$ cat src/rtl/vx_fpu_rsp_arb_pkg.sv
// Shared types and sizing helpers for the FPU response arbiter.
// fflags_t packs the RISC-V exception flags with NV in the MSB and NX in the LSB.
package vx_fpu_rsp_arb_pkg;

  localparam int XLEN       = 32;
  localparam int FIFO_DEPTH = 2;

  typedef struct packed {
    logic NV;
    logic DZ;
    logic OF;
    logic UF;
    logic NX;
  } fflags_t;

  // Selector bits appended to the tag; zero when there is nothing to select between.
  function automatic int sel_bits(input int n);
    return (n > 1) ? $clog2(n) : 0;
  endfunction

  // Width for holding an index, never narrower than one bit.
  function automatic int idx_width(input int n);
    return (n > 1) ? $clog2(n) : 1;
  endfunction

endpackage

$ cat src/rtl/vx_fpu_rsp_arb_if.sv
// Bundle of the per-channel FPU response inputs and the merged response output.
// The slave side is the arbiter; the master side drives responses and consumes the output.
interface vx_fpu_rsp_arb_if
  import vx_fpu_rsp_arb_pkg::*;
#(
  parameter int NUM_INPUTS = 2,
  parameter int NUM_LANES  = 1,
  parameter int TAG_WIDTH  = 1
) ();

  localparam int SEL_BITS      = sel_bits(NUM_INPUTS);
  localparam int TAG_OUT_WIDTH = TAG_WIDTH + SEL_BITS;

  logic [NUM_INPUTS-1:0]                           rsp_in_valid;
  logic [NUM_INPUTS-1:0][NUM_LANES-1:0][XLEN-1:0]  rsp_in_result;
  fflags_t [NUM_INPUTS-1:0][NUM_LANES-1:0]         rsp_in_fflags;
  logic [NUM_INPUTS-1:0]                           rsp_in_has_fflags;
  logic [NUM_INPUTS-1:0][TAG_WIDTH-1:0]            rsp_in_tag;
  logic [NUM_INPUTS-1:0]                           rsp_in_ready;

  logic                                            rsp_out_valid;
  logic [NUM_LANES-1:0][XLEN-1:0]                  rsp_out_result;
  fflags_t [NUM_LANES-1:0]                         rsp_out_fflags;
  logic                                            rsp_out_has_fflags;
  logic [TAG_OUT_WIDTH-1:0]                        rsp_out_tag;
  logic                                            rsp_out_ready;

  modport master (
    output rsp_in_valid, rsp_in_result, rsp_in_fflags, rsp_in_has_fflags, rsp_in_tag,
    input  rsp_in_ready,
    input  rsp_out_valid, rsp_out_result, rsp_out_fflags, rsp_out_has_fflags, rsp_out_tag,
    output rsp_out_ready
  );

  modport slave (
    input  rsp_in_valid, rsp_in_result, rsp_in_fflags, rsp_in_has_fflags, rsp_in_tag,
    output rsp_in_ready,
    output rsp_out_valid, rsp_out_result, rsp_out_fflags, rsp_out_has_fflags, rsp_out_tag,
    input  rsp_out_ready
  );

endinterface

$ cat src/rtl/vx_fpu_rsp_arb_rr_arbiter.sv
// Round-robin arbiter: the lowest requester at or after the pointer wins, wrapping around.
// The pointer moves past the winner only when a grant is actually issued.
module VX_rr_arbiter
  import vx_fpu_rsp_arb_pkg::*;
#(
  parameter  int NUM_REQS = 2,
  localparam int IDX_W    = idx_width(NUM_REQS)
) (
  input  logic                clk,
  input  logic                reset,
  input  logic [NUM_REQS-1:0] i_requests,
  input  logic                i_enable,
  output logic [NUM_REQS-1:0] o_grant_onehot,
  output logic [IDX_W-1:0]    o_grant_index,
  output logic                o_grant_valid
);

  logic [IDX_W-1:0]    r_ptr;
  logic [NUM_REQS-1:0] w_masked;

  always_comb begin
    w_masked = '0;
    for (int i = 0; i < NUM_REQS; i++) begin
      w_masked[i] = i_requests[i] && (i >= int'(r_ptr));
    end
  end

  // Requests at or above the pointer take priority; otherwise wrap to the bottom.
  always_comb begin
    o_grant_index  = '0;
    o_grant_valid  = 1'b0;
    o_grant_onehot = '0;
    if (i_enable) begin
      o_grant_valid = |i_requests;
      if (|w_masked) begin
        for (int i = NUM_REQS - 1; i >= 0; i--) begin
          if (w_masked[i]) o_grant_index = IDX_W'(i);
        end
      end else begin
        for (int i = NUM_REQS - 1; i >= 0; i--) begin
          if (i_requests[i]) o_grant_index = IDX_W'(i);
        end
      end
    end
    for (int i = 0; i < NUM_REQS; i++) begin
      o_grant_onehot[i] = o_grant_valid && (o_grant_index == IDX_W'(i));
    end
  end

  always_ff @(posedge clk) begin
    if (reset) begin
      r_ptr <= '0;
    end else if (o_grant_valid) begin
      r_ptr <= (o_grant_index == IDX_W'(NUM_REQS - 1)) ? '0 : o_grant_index + IDX_W'(1);
    end
  end

endmodule

$ cat src/rtl/vx_fpu_rsp_arb.sv
// Merges NUM_INPUTS FPU response channels into one stream through a 2-entry FIFO.
// Input ready is derived only from FIFO occupancy and valids, so it never waits on rsp_out_ready.
module vx_fpu_rsp_arb
  import vx_fpu_rsp_arb_pkg::*;
#(
  parameter int NUM_INPUTS = 2,
  parameter int NUM_LANES  = 1,
  parameter int TAG_WIDTH  = 1
) (
  input  logic            clk,
  input  logic            reset,
  vx_fpu_rsp_arb_if.slave rsp_if
);

  localparam int SEL_BITS      = sel_bits(NUM_INPUTS);
  localparam int TAG_OUT_WIDTH = TAG_WIDTH + SEL_BITS;
  localparam int IDX_W         = idx_width(NUM_INPUTS);

  typedef struct packed {
    logic [NUM_LANES-1:0][XLEN-1:0] result;
    fflags_t [NUM_LANES-1:0]        fflags;
    logic                           has_fflags;
    logic [TAG_OUT_WIDTH-1:0]       tag;
  } entry_t;

  entry_t                         r_mem [FIFO_DEPTH];
  logic                           r_head;
  logic                           r_tail;
  logic [1:0]                     r_count;

  logic                           w_enable;
  logic                           w_push;
  logic                           w_pop;
  logic [NUM_INPUTS-1:0]          w_grant_onehot;
  logic [IDX_W-1:0]               w_grant_index;
  logic                           w_grant_valid;
  logic [NUM_LANES-1:0][XLEN-1:0] w_sel_result;
  fflags_t [NUM_LANES-1:0]        w_sel_fflags;
  logic                           w_sel_has_fflags;
  logic [TAG_WIDTH-1:0]           w_sel_tag;
  logic [TAG_OUT_WIDTH-1:0]       w_push_tag;
  entry_t                         w_push_entry;
  entry_t                         w_head;

  assign w_enable = !reset && (r_count < 2'(FIFO_DEPTH));

  VX_rr_arbiter #(
    .NUM_REQS (NUM_INPUTS)
  ) u_arbiter (
    .clk            (clk),
    .reset          (reset),
    .i_requests     (rsp_if.rsp_in_valid),
    .i_enable       (w_enable),
    .o_grant_onehot (w_grant_onehot),
    .o_grant_index  (w_grant_index),
    .o_grant_valid  (w_grant_valid)
  );

  assign rsp_if.rsp_in_ready = w_grant_onehot;
  assign w_push = w_grant_valid;
  assign w_pop  = (r_count != 2'd0) && rsp_if.rsp_out_ready;

  always_comb begin
    w_sel_result     = '0;
    w_sel_fflags     = '0;
    w_sel_has_fflags = 1'b0;
    w_sel_tag        = '0;
    for (int i = 0; i < NUM_INPUTS; i++) begin
      if (w_grant_onehot[i]) begin
        w_sel_result     = rsp_if.rsp_in_result[i];
        w_sel_fflags     = rsp_if.rsp_in_fflags[i];
        w_sel_has_fflags = rsp_if.rsp_in_has_fflags[i];
        w_sel_tag        = rsp_if.rsp_in_tag[i];
      end
    end
  end

  // The source index rides in the low tag bits so completions can be routed back.
  generate
    if (NUM_INPUTS > 1) begin : g_tag_with_index
      assign w_push_tag = {w_sel_tag, w_grant_index};
    end else begin : g_tag_passthrough
      assign w_push_tag = w_sel_tag;
    end
  endgenerate

  assign w_push_entry = '{
    result:     w_sel_result,
    fflags:     w_sel_fflags,
    has_fflags: w_sel_has_fflags,
    tag:        w_push_tag
  };

  always_ff @(posedge clk) begin
    if (reset) begin
      r_count <= 2'd0;
      r_head  <= 1'b0;
      r_tail  <= 1'b0;
    end else begin
      if (w_push) r_tail <= ~r_tail;
      if (w_pop)  r_head <= ~r_head;
      case ({w_push, w_pop})
        2'b10:   r_count <= r_count + 2'd1;
        2'b01:   r_count <= r_count - 2'd1;
        default: r_count <= r_count;
      endcase
    end
  end

  // Payload storage is left unreset; occupancy alone decides what is visible.
  always_ff @(posedge clk) begin
    if (w_push) r_mem[r_tail] <= w_push_entry;
  end

  assign w_head = r_mem[r_head];

  assign rsp_if.rsp_out_valid      = (r_count != 2'd0);
  assign rsp_if.rsp_out_result     = w_head.result;
  assign rsp_if.rsp_out_fflags     = w_head.fflags;
  assign rsp_if.rsp_out_has_fflags = w_head.has_fflags;
  assign rsp_if.rsp_out_tag        = w_head.tag;

endmodule
$ cat src/flat_wrapper.sv
// flat-port wrapper written by rule: the top's interface ports become plain ports
module vx_fpu_rsp_arb_flat import vx_fpu_rsp_arb_pkg::*;
#(
  parameter int NUM_INPUTS = 2,
  parameter int NUM_LANES  = 1,
  parameter int TAG_WIDTH  = 1
)
  (clk, reset, rsp_if_rsp_in_valid, rsp_if_rsp_in_result, rsp_if_rsp_in_fflags, rsp_if_rsp_in_has_fflags, rsp_if_rsp_in_tag, rsp_if_rsp_in_ready, rsp_if_rsp_out_valid, rsp_if_rsp_out_result, rsp_if_rsp_out_fflags, rsp_if_rsp_out_has_fflags, rsp_if_rsp_out_tag, rsp_if_rsp_out_ready);
  vx_fpu_rsp_arb_if #(.NUM_INPUTS(NUM_INPUTS), .NUM_LANES(NUM_LANES), .TAG_WIDTH(TAG_WIDTH)) rsp_if_i ();
  input  logic clk;
  input  logic reset;
  input wire logic [$bits(rsp_if_i.rsp_in_valid)-1:0] rsp_if_rsp_in_valid;
  input wire logic [$bits(rsp_if_i.rsp_in_result)-1:0] rsp_if_rsp_in_result;
  input wire logic [$bits(rsp_if_i.rsp_in_fflags)-1:0] rsp_if_rsp_in_fflags;
  input wire logic [$bits(rsp_if_i.rsp_in_has_fflags)-1:0] rsp_if_rsp_in_has_fflags;
  input wire logic [$bits(rsp_if_i.rsp_in_tag)-1:0] rsp_if_rsp_in_tag;
  output wire logic [$bits(rsp_if_i.rsp_in_ready)-1:0] rsp_if_rsp_in_ready;
  output wire logic [$bits(rsp_if_i.rsp_out_valid)-1:0] rsp_if_rsp_out_valid;
  output wire logic [$bits(rsp_if_i.rsp_out_result)-1:0] rsp_if_rsp_out_result;
  output wire logic [$bits(rsp_if_i.rsp_out_fflags)-1:0] rsp_if_rsp_out_fflags;
  output wire logic [$bits(rsp_if_i.rsp_out_has_fflags)-1:0] rsp_if_rsp_out_has_fflags;
  output wire logic [$bits(rsp_if_i.rsp_out_tag)-1:0] rsp_if_rsp_out_tag;
  input wire logic [$bits(rsp_if_i.rsp_out_ready)-1:0] rsp_if_rsp_out_ready;
  assign rsp_if_i.rsp_in_valid = rsp_if_rsp_in_valid;
  assign rsp_if_i.rsp_in_result = rsp_if_rsp_in_result;
  assign rsp_if_i.rsp_in_fflags = rsp_if_rsp_in_fflags;
  assign rsp_if_i.rsp_in_has_fflags = rsp_if_rsp_in_has_fflags;
  assign rsp_if_i.rsp_in_tag = rsp_if_rsp_in_tag;
  assign rsp_if_rsp_in_ready = rsp_if_i.rsp_in_ready;
  assign rsp_if_rsp_out_valid = rsp_if_i.rsp_out_valid;
  assign rsp_if_rsp_out_result = rsp_if_i.rsp_out_result;
  assign rsp_if_rsp_out_fflags = rsp_if_i.rsp_out_fflags;
  assign rsp_if_rsp_out_has_fflags = rsp_if_i.rsp_out_has_fflags;
  assign rsp_if_rsp_out_tag = rsp_if_i.rsp_out_tag;
  assign rsp_if_i.rsp_out_ready = rsp_if_rsp_out_ready;
  vx_fpu_rsp_arb #(.NUM_INPUTS(NUM_INPUTS), .NUM_LANES(NUM_LANES), .TAG_WIDTH(TAG_WIDTH)) u_core (.clk(clk), .reset(reset), .rsp_if(rsp_if_i));
endmodule
$ cat config.mk
export PLATFORM = sky130hd
export DESIGN_NAME = vx_fpu_rsp_arb_flat
export DESIGN_NICKNAME = d
export VERILOG_FILES = /design/src/rtl/vx_fpu_rsp_arb_pkg.sv /design/src/rtl/vx_fpu_rsp_arb_if.sv /design/src/rtl/vx_fpu_rsp_arb_rr_arbiter.sv /design/src/rtl/vx_fpu_rsp_arb.sv /design/src/flat_wrapper.sv
export SDC_FILE = /design/constraint.sdc
export NUM_CORES = 1
export LEC_CHECK = 0
export CAP_MARGIN = 30
export CORE_ASPECT_RATIO = 1.2
export CORE_UTILIZATION = 50
export CTS_BUF_LIST = sky130_fd_sc_hd__clkbuf_2 sky130_fd_sc_hd__clkbuf_4 sky130_fd_sc_hd__clkbuf_8
export DETAILED_ROUTE_END_ITERATION = 6
export PLACE_DENSITY_LB_ADDON = 0.25
export SETUP_SLACK_MARGIN = 0.4
export SLEW_MARGIN = 40
export SYNTH_ARGS = -nofsm -noshare
export SYNTH_HDL_FRONTEND = slang
export SYNTH_SLANG_ARGS = --single-unit
export TNS_END_PERCENT = 1
$ cat constraint.sdc
create_clock -name clk -period 10.1 [get_ports clk]
set_clock_uncertainty 0.05 [all_clocks]
set_input_delay 2.525 -clock clk [delete_from_list [all_inputs] [get_ports clk]]
set_output_delay 2.525 -clock clk [all_outputs]
set_load 0.01 [all_outputs]
==> results.ini <==
[sta]
fmax_ghz = 0.151
relSlewSlack_pct = 49.7
slew_viol_final = 0
finalSetupViolCount = 0
worst_pin_slew_ns = 0.750
rsz0062_at_grt = no
hold_viol_final = 0
post-route-period-util_pct = 65.6
post-route-min-period_ns = 6.63
setup_tns_ns = 0

[floorplan]
rows = 33
die_area_um2 = 7530
die_h_um = 94.9
coreArea_um2 = 6900
die_w_um = 79.4
start_util_pct = 52.1
io_pins = 126

[clock_network]
cts.htree.levels = 3
cts_resized = 0
clk_pin_slew_ns = 0.07
cts_buffers = 9
cts_setup_buffers = 0
cts.sinks = 86
clockBufferDepth = 2
ctsHoldBuffers = 0
cts_tree = done
clock_latency_ns = 0.33
ctsRootBufferMaster = clkbuf_8

[place]
dp_hpwl_mm = 4.91
gp_congestion = 0.722
portBuffers = 125
placed_cells = 412

[yosys]
synth-seq-cells = 86
synthSimpleGateAreaFrac_pct = 2.16
netlist_instances = 209
ys_seq_area_share_pct = 70.2
synthAdderAreaFrac_pct = 0.348
yosysWarnings = 0
yosys-top-cells-area = edfxtp_1, mux2_2, a22o_1
synth_top_family_by_area = multiplexers
yosys.cell_types.count = 22
yosysTopAreaCell = edfxtp_1
synth.avg_cell_area_um2 = 17.2
synth-compound-area-share_pct = 10.7
synth.area.mux_share_pct = 12.5
syn_nets = 293
synth_top_area_share_pct = 66.9
synth-xor-area-share_pct = 0.731
synth_area_um2 = 3590

[global_routing]
antenna_found_initial = 0
grtUsageTotal_pct = 20.3
grt_remaining_overflow = 0
grt_pass1_vias = 2359
grt_pass1_wl_mm = 11.2
grt_max_degree = 42

[worst_setup_path]
crit_end = rsp_if_rsp_in_ready[0]
crit_slowest_cell = clkdlybuf4s50_1
criticalPathCategory = input port to output port
cp_common_cell = clkdlybuf4s50_1
worstPathRequired_ns = 7.53
cp_slowest_stage_delay_ns = 0.56
timing.rr.start = u_core.r_count[1]
cp-startpoint = reset
startpoint_type = input port
setup.worst_path.end_class = output port
arrival_ns = 4.05
cp_max_fo = 8
ff2ff_setup_slack_ns = 7.87
r2r_cells = 4
cp_cell_sequence = clkdlybuf4s50_1 > nor2_2 > nand3_1 > inv_1 > clkdlybuf4s50_1
rr_endpoint = u_core.r_mem[0][31]

[route]
drt-total-wl_mm = 7.26
wl_per_cell_um = 17.0
drtIter0Drc = 116
drt-vias-per-instance = 5.28
via_count = 2260
ant_nets = 0
drc = 0
drtPass1Iterations = 4

[power_and_ir_drop]
combPwrFrac_pct = 30.3
leakagePower_nw = 1.84
clockPowerShare_pct = 25.6
irDropWorstVdd_uv = 123
netSwitchingPower_w = 0.000275
finalPower_w = 0.00111
power_density_nw_per_um2 = 214
intPower_w = 0.000830
seq_power_share_pct = 44.1
p_sw_share_pct = 24.9

[run_status]
run_status = finished clean

[cells_and_area]
num-nets-final = 420
diodes = 0
stdcell_count = 428
drive_above_1_share_pct = 19.1
area_growth_pct = 44.1
fin_util_pct = 75.0

[flow_run]
max-cap-violations = 0

[hold_path]
hold_class = flop to flop

kinds of logic after synthesis:
group,after synthesis
adder cells (fa/ha/maj),1
XOR/XNOR,3
multiplexers,40
AO/OA/AOI/OAI,47
AND/OR/NAND/NOR,15
flip-flops,86
buffers and inverters,17
Yosys cell counts:
master	n
a21oi_1	3
a22o_1	39
and3_1	2
buf_2	8
buf_6	6
dfxtp_1	6
edfxtp_1	80
ha_1	1
inv_1	3
mux2_2	40
nand2_1	1
nand2b_1	1
nand3_1	1
nor2_1	5
nor2_2	1
o21a_1	1
o21ai_0	4
or2_1	1
or2_2	1
or3_1	2
xnor2_1	2
xor2_1	1
routing by layer:
layer / GRT usage (%) / wire, µm / vias to the layer above
li1: - / - / 1085
met1: 23.3 / 2860 / 1083
met2: 35.0 / 3910 / 78
met3: 5.99 / 346 / 14
met4: 9.09 / 148 / 0
met5: 0 / 0 / -
critical path: cells and delay by family:
family,cells,cell delay (ns)
AND/OR/NAND/NOR,2,0.31
buffers and inverters,3,1.21
sequential cells by signal, indices dropped and copies added, names as in the netlist, named ones only:
name                    cells
u_core.r_mem               80
u_core.r_head               1
u_core.r_tail               1
u_core.r_count              2
u_core.u_arbiter.r_ptr      1
metrics by stage:
step,worst slack (ns),hold WS [ns],instance area (µm²)
after CTS,3.46,0.452,5170
after global routing,3.35,0.497,5170
after detailed placement,3.45,0.441,4930
final,3.47,0.460,5170
after floorplan,4.41,0.408,3590
after global placement,3.48,0.426,4880
power groups by stage:
stage               Combinational, W  Clock, W  Sequential [W]
floorplan                   0.000187         0        0.000470
global placement            0.000327         0        0.000492
detailed placement          0.000337         0        0.000496
CTS                         0.000339  0.000287        0.000489
global route                0.000358  0.000304        0.000493
finish                      0.000335  0.000283        0.000487
cell type report:
cell class | count | area (µm²)
timing repair buffer | 130 | 1330
clock inverter | 4 | 95.1
inverter | 3 | 11.3
clock buffer | 12 | 146
fill | 441 | 1720
tap | 87 | 109
multi-input combinational | 106 | 958
sequential | 86 | 2530
worst min-delay path by stage:
stage                        endpoint  depth (start not counted)  slack (ns)                    from
5_1_grt                 u_core.r_tail                          2        0.50           u_core.r_tail
2_1_floorplan  u_core.u_arbiter.r_ptr                          2        0.41  u_core.u_arbiter.r_ptr
3_5_place_dp   u_core.u_arbiter.r_ptr                          2        0.44  u_core.u_arbiter.r_ptr
4_1_cts        u_core.u_arbiter.r_ptr                          2        0.45  u_core.u_arbiter.r_ptr
6_report       u_core.u_arbiter.r_ptr                          2        0.46  u_core.u_arbiter.r_ptr
3_3_place_gp            u_core.r_tail                          2        0.43           u_core.r_tail
layout by cell type (no fill, tap or decap):
cell type	synthesis	layout
clkbuf_8	0	9
inv_1	3	2
buf_4	0	3
nand2b_1	1	1
buf_16	0	2
xnor2_1	2	2
and3_1	2	2
nor2_2	1	1
clkbuf_4	0	3
or2_1	1	1
xor2_1	1	1
nand2_1	1	1
a21oi_1	3	3
or2_2	1	1
ha_1	1	1
nand3_1	1	1
o21ai_0	4	4
dfxtp_1	6	5
a22o_1	39	39
nor2_1	5	4
clkinv_2	0	1
o21a_1	1	1
bufinv_16	0	3
clkdlybuf4s50_1	0	125
edfxtp_1	80	80
or3_1	2	2
clkinv_1	0	1
mux2_2	40	40
dfxtp_4	0	1
nor2_4	0	1
No activity file was read; power rests on OpenSTA's default activity.
